===== config.mk =====
export PLATFORM = sky130hd
export DESIGN_NAME = product_accumulator
export DESIGN_NICKNAME = d
export VERILOG_FILES = /design/src/rtl/product_accumulator_pkg.sv /design/src/rtl/product_accumulator_sat_add.sv /design/src/rtl/product_accumulator.sv
export SDC_FILE = /design/constraint.sdc
export NUM_CORES = 1
export LEC_CHECK = 0
export BUFFER_PORTS_ARGS = -buffer_cell sky130_fd_sc_hd__buf_2
export CAP_MARGIN = 20
export CORE_MARGIN = 5
export CORE_UTILIZATION = 40
export DETAILED_ROUTE_END_ITERATION = 7
export PLACE_DENSITY = 0.62
export SETUP_SLACK_MARGIN = 0.02
export SLEW_MARGIN = 20
export SYNTH_ARGS = -nofsm -noshare
export SYNTH_HDL_FRONTEND = slang
export SYNTH_SLANG_ARGS = --single-unit

===== constraint.sdc =====
create_clock -name clk -period 2.3 [get_ports clk]
set_input_delay 0 -clock clk [delete_from_list [all_inputs] [get_ports clk]]
set_output_delay 0 -clock clk [all_outputs]
set_load 0.02 [all_outputs]

===== src/rtl/product_accumulator_pkg.sv =====
// Shared types and constants for the product accumulator and its adder.
package product_accumulator_pkg;

   typedef enum logic {ACCUM, DRAIN} state_t;

   localparam int PROD_W        = 8;
   localparam int DEFAULT_ACC_W = 16;

   // A frame is the count byte followed by every accumulator byte.
   function automatic int frame_bytes(input int acc_w);
      return 1 + acc_w / 8;
   endfunction

   localparam int FRAME_BYTES = frame_bytes(DEFAULT_ACC_W);
   localparam int IDX_W       = $clog2(FRAME_BYTES);

endpackage


===== src/rtl/product_accumulator_sat_add.sv =====
// Unsigned W-bit plus product-width saturating adder.
module sat_add
   import product_accumulator_pkg::*;
#(
   parameter int W = 16
) (
   input  logic [W-1:0]      a,
   input  logic [PROD_W-1:0] b,
   output logic [W-1:0]      sum,
   output logic              ovf
);

   logic [W:0] full;

   assign full = {1'b0, a} + {{(W + 1 - PROD_W){1'b0}}, b};
   assign ovf  = full[W];
   assign sum  = ovf ? '1 : full[W-1:0];

endmodule


===== src/rtl/product_accumulator.sv =====
// Saturating product accumulator that drains a byte-serial frame on dump.
//  state | meaning
//  ACCUM | accepting products into acc / sample_cnt
//  DRAIN | presenting count byte then acc bytes LSB first, then self-clear
module product_accumulator
   import product_accumulator_pkg::*;
#(
   parameter int ACC_W = 16,
   parameter int CNT_W = 8
) (
   input  logic             clk,
   input  logic             rst,
   input  logic             in_valid,
   output logic             in_ready,
   input  logic [7:0]       in_product,
   input  logic             dump,
   output logic             out_valid,
   input  logic             out_ready,
   output logic [7:0]       out_data,
   output logic             out_last,
   output logic             acc_ovf,
   output logic [CNT_W-1:0] sample_cnt,
   output logic             busy
);

   localparam int FB = frame_bytes(ACC_W);
   localparam int IW = $clog2(FB);

   state_t           state;
   logic [ACC_W-1:0] acc;
   logic [IW-1:0]    idx;
   logic [IW-1:0]    idx_nxt;
   logic             accept;
   logic [ACC_W-1:0] acc_sum;
   logic             acc_sat;
   logic [CNT_W-1:0] cnt_sum;
   logic             cnt_sat;
   logic [7:0]       frame_b [FB];

   assign in_ready = (state == ACCUM);
   assign accept   = in_valid & in_ready;
   assign idx_nxt  = idx + IW'(1);

   always_comb begin
      frame_b[0] = sample_cnt;
      for (int k = 1; k < FB; k++) begin
         frame_b[k] = acc[(k - 1) * 8 +: 8];
      end
   end

   sat_add #(.W(ACC_W)) u_acc_add (
      .a   (acc),
      .b   (in_product),
      .sum (acc_sum),
      .ovf (acc_sat)
   );

   sat_add #(.W(CNT_W)) u_cnt_add (
      .a   (sample_cnt),
      .b   (8'd1),
      .sum (cnt_sum),
      .ovf (cnt_sat)
   );

   always_ff @(posedge clk or posedge rst) begin
      if (rst) begin
         state      <= ACCUM;
         acc        <= '0;
         sample_cnt <= '0;
         acc_ovf    <= 1'b0;
         out_valid  <= 1'b0;
         out_data   <= 8'h00;
         out_last   <= 1'b0;
         busy       <= 1'b0;
         idx        <= '0;
      end else begin
         case (state)
            ACCUM: begin
               if (accept) begin
                  acc <= acc_sum;
                  if (!cnt_sat) sample_cnt <= cnt_sum;
                  if (acc_sat) acc_ovf <= 1'b1;
               end
               if (dump) begin
                  state <= DRAIN;
                  busy  <= 1'b1;
                  idx   <= '0;
               end
            end
            DRAIN: begin
               // acc and sample_cnt are frozen here, so they serve as the snapshot.
               if (!out_valid) begin
                  out_valid <= 1'b1;
                  out_data  <= frame_b[0];
                  out_last  <= 1'b0;
               end else if (out_ready) begin
                  if (out_last) begin
                     out_valid  <= 1'b0;
                     out_last   <= 1'b0;
                     out_data   <= 8'h00;
                     acc        <= '0;
                     sample_cnt <= '0;
                     acc_ovf    <= 1'b0;
                     busy       <= 1'b0;
                     idx        <= '0;
                     state      <= ACCUM;
                  end else begin
                     idx      <= idx_nxt;
                     out_data <= frame_b[idx_nxt];
                     out_last <= (idx_nxt == IW'(FB - 1));
                  end
               end
            end
         endcase
      end
   end

endmodule

==> results_dict.tcl <==
set metrics [dict create \
    overflow 0 \
    drv_cap 0 \
    yosys_warnings 0 \
    wl_per_cell_um 15.4 \
    max-vdd-ir-drop_uv 483 \
    synth_top_area_share_pct 42.3 \
    clock_latency_ns 0.30 \
    period_share_pct 91.1 \
    grt_first_pass_wirelength_mm 9.70 \
    async_flop_share_pct 100 \
    track_usage_pct 16.6 \
    hold_depth 4 \
    critPathLaunchType "register" \
    synthCells 265 \
    nets 327 \
    report.power.total_mw 3.50 \
    antenna_left 0 \
    cts_tree "yes" \
    design.core.area_um2 5570 \
    postSynthAreaPerCell_um2 8.72 \
    power_leakage_nw 1.24 \
    route.vias.total 2088 \
    crit_fanout 6 \
    path_class "register to register" \
    end_kind "register" \
    antenna_found_initial 0 \
    required_ns 2.47 \
    finClkSkew_ns 0.00832 \
    grt_max_degree 40 \
    synth_nets 289 \
    combinationalPowerShare_pct 48.1 \
    max_freq_ghz 0.477 \
    hold_path_class "input port to register" \
    cts_root_buffer "clkbuf_8" \
    ys_ff_latch 39 \
    seq_area_frac_synth_pct 42.3 \
    wl_mm 5.81 \
    ys_top_cells_by_area "dfrtp_1, a21oi_1, nand2_1" \
    reg2reg_from "acc[0]$_DFFE_PP0P_" \
    die_x_um 86.0 \
    layout-drive-gt1-share_pct 18.8 \
    portBuffers 33 \
    grt_pass1_vias 1919 \
    num_rows 27 \
    swShare_pct 42.7 \
    p_int_mw 2.00 \
    r2r_setup_slack_ns 0.20 \
    preCtsSetupSlack_ns 0.105 \
    cts_buffers 5 \
    firstDrtPassIters 5 \
    drt_iter0_drc 153 \
    cts_sinks 39 \
    powerDensity_nw_per_um2 1280 \
    synth.cell_area_um2 2310 \
    die_h_um 86.0 \
    synth_most_common_cell "dfrtp_1" \
    ys_types 43 \
    fin_ws_ns 0.204 \
    dp_hpwl_mm 4.22 \
    status "completed" \
    die_area_um2 7390 \
    setup_viol 0 \
    ctsHtreeMaxLevel 2 \
    postCtsSetupBuffers 0 \
    period_minus_slack_ns 2.10 \
    worstHoldEndpoint "acc[0]$_DFFE_PP0P_" \
    hold_viol 0 \
    r2r-end "acc[4]$_DFFE_PP0P_" \
    max_slew_margin_pct 33.3 \
    synth_top_cell_by_area "dfrtp_1" \
    yosys-top-cells-count "dfrtp_1, nand2_1, a21oi_1" \
    fin_tns_setup_ns 0 \
    ys.flop_type "dfrtp_1" \
    synth-edff-count 0 \
    diodes 0 \
    vias_per_cell 5.55 \
    power_frac_seq_pct 32.4 \
    place_area_um2 2570 \
    power.switching_mw 1.49 \
    slew_violations 0 \
    area_delta_synth_final_pct 18.3 \
    initial_utilization_pct 41.4 \
    r2r.worst_path.cells 7 \
    grt_setup_unrepaired "false" \
    clock_tree.buffer_depth 2 \
    clkSlewWorstSetupHoldPaths_ns 0.08 \
    clockPowerShare_pct 19.5 \
    final_area_um2 2730 \
    hp-start "in_product[0]" \
    cp.arrival_ns 2.27 \
    worst_pin_slew_ns 0.994 \
    drc 0 \
    io_pins 34 \
    gp_congestion 0.819 \
]
==> logic make-up after synthesis <==
kind of cell / count (synthesis) / synth area share (%)
AOI/OAI and AO/OA: 99 / 25.8
and+or+nand+nor: 82 / 16.8
DFF: 39 / 42.3
buffers and inverters: 22 / 4.12
adders and majority gates: 11 / 6.28
xor gates and xnor gates: 8 / 3.03
muxes: 4 / 1.73
==> worst max-delay path, stage by stage (launching register included) <==
cell	delay [ns]
dfrtp_1	0.40
ha_1	0.21
fa_1	0.40
a211oi_2	0.31
nor3_2	0.12
o211ai_2	0.24
buf_4	0.20
a31oi_1	0.09
==> worst max-delay path by stage <==
stage / start / endpoint / slack [ns] / cells past startpoint
6_report: acc[0]$_DFFE_PP0P_ / acc[4]$_DFFE_PP0P_ / 0.20 / 7
5_1_grt: acc[0]$_DFFE_PP0P_ / acc[4]$_DFFE_PP0P_ / 0.04 / 7
2_1_floorplan: acc[0]$_DFFE_PP0P_ / acc[11]$_DFFE_PP0P_ / 0.20 / 7
4_1_cts: acc[0]$_DFFE_PP0P_ / acc[10]$_DFFE_PP0P_ / 0.06 / 7
3_3_place_gp: acc[0]$_DFFE_PP0P_ / acc[10]$_DFFE_PP0P_ / 0.1 / 7
3_5_place_dp: acc[0]$_DFFE_PP0P_ / acc[10]$_DFFE_PP0P_ / 0.10 / 7
==> what timing repair did <==
action / 4_1_cts / 5_1_grt
gates resized for setup: 0 / 2
hold endpoints to repair: 41 / 0
endpoints found under the setup margin: 0 / 17
hold buffers: 2 / 0
==> area by class of cell <==
cell class | count | area (um2)
flip-flops and latches | 39 | 976
fillers | 529 | 2840
clock buffers | 6 | 72.6
well taps | 72 | 90.1
inverters | 9 | 33.8
multi-input cells | 204 | 1250
clock inverters | 2 | 60.1
repair buffers | 44 | 253
==> power groups by stage <==
stage / clock (mW) / combinational (mW) / sequential [mW]
finish: 0.682 / 1.68 / 1.13
global route: 0.728 / 1.89 / 1.16
global placement: 0 / 1.65 / 1.14
floorplan: 0 / 1.17 / 1.16
CTS: 0.691 / 1.68 / 1.13
detailed placement: 0 / 1.68 / 1.14
==> stage by stage <==
step | std cells | utilization [%] | hold WS (ns)
final | 376 | 49.0 | 0.110
after global routing | 376 | 49.0 | 0.136
after CTS | 376 | 48.9 | 0.114
after detailed placement | 366 | 46.1 | 0.157
after global placement | 366 | 46.1 | 0.153
after floorplan | 265 | - | 0.135
==> cells in the final DEF, fill, tap and decap left out, types with 8 or more instances in the layout <==
master	n
dfrtp_1	39
nand2_1	34
buf_2	33
a21oi_1	31
nor2_1	16
o21ai_0	16
o21ai_1	15
ha_1	10
nand3_1	9
inv_1	9
buf_4	9
o22ai_1	8
==> sequential cells by signal, indices dropped and copies added, names as in the netlist <==
register	count
acc	16
out_valid	1
state	1
out_data	8
busy	1
out_last	1
sample_cnt	8
idx	2
acc_ovf	1
==> per-layer routing <==
| layer | global-route usage, % | routed length [um] | up-vias | part of all wire [%] |
|---|---|---|---|---|
| met5 | 0 | 0 | - | 0 |
| met4 | 5.47 | 106 | 0 | 1.8 |
| met3 | 4.03 | 234 | 9 | 4.0 |
| met2 | 24.6 | 2820 | 41 | 49 |
| met1 | 23.5 | 2650 | 1002 | 46 |
| li1 | - | - | 1036 | - |
Note: power is estimated with default switching activity, not from simulation.
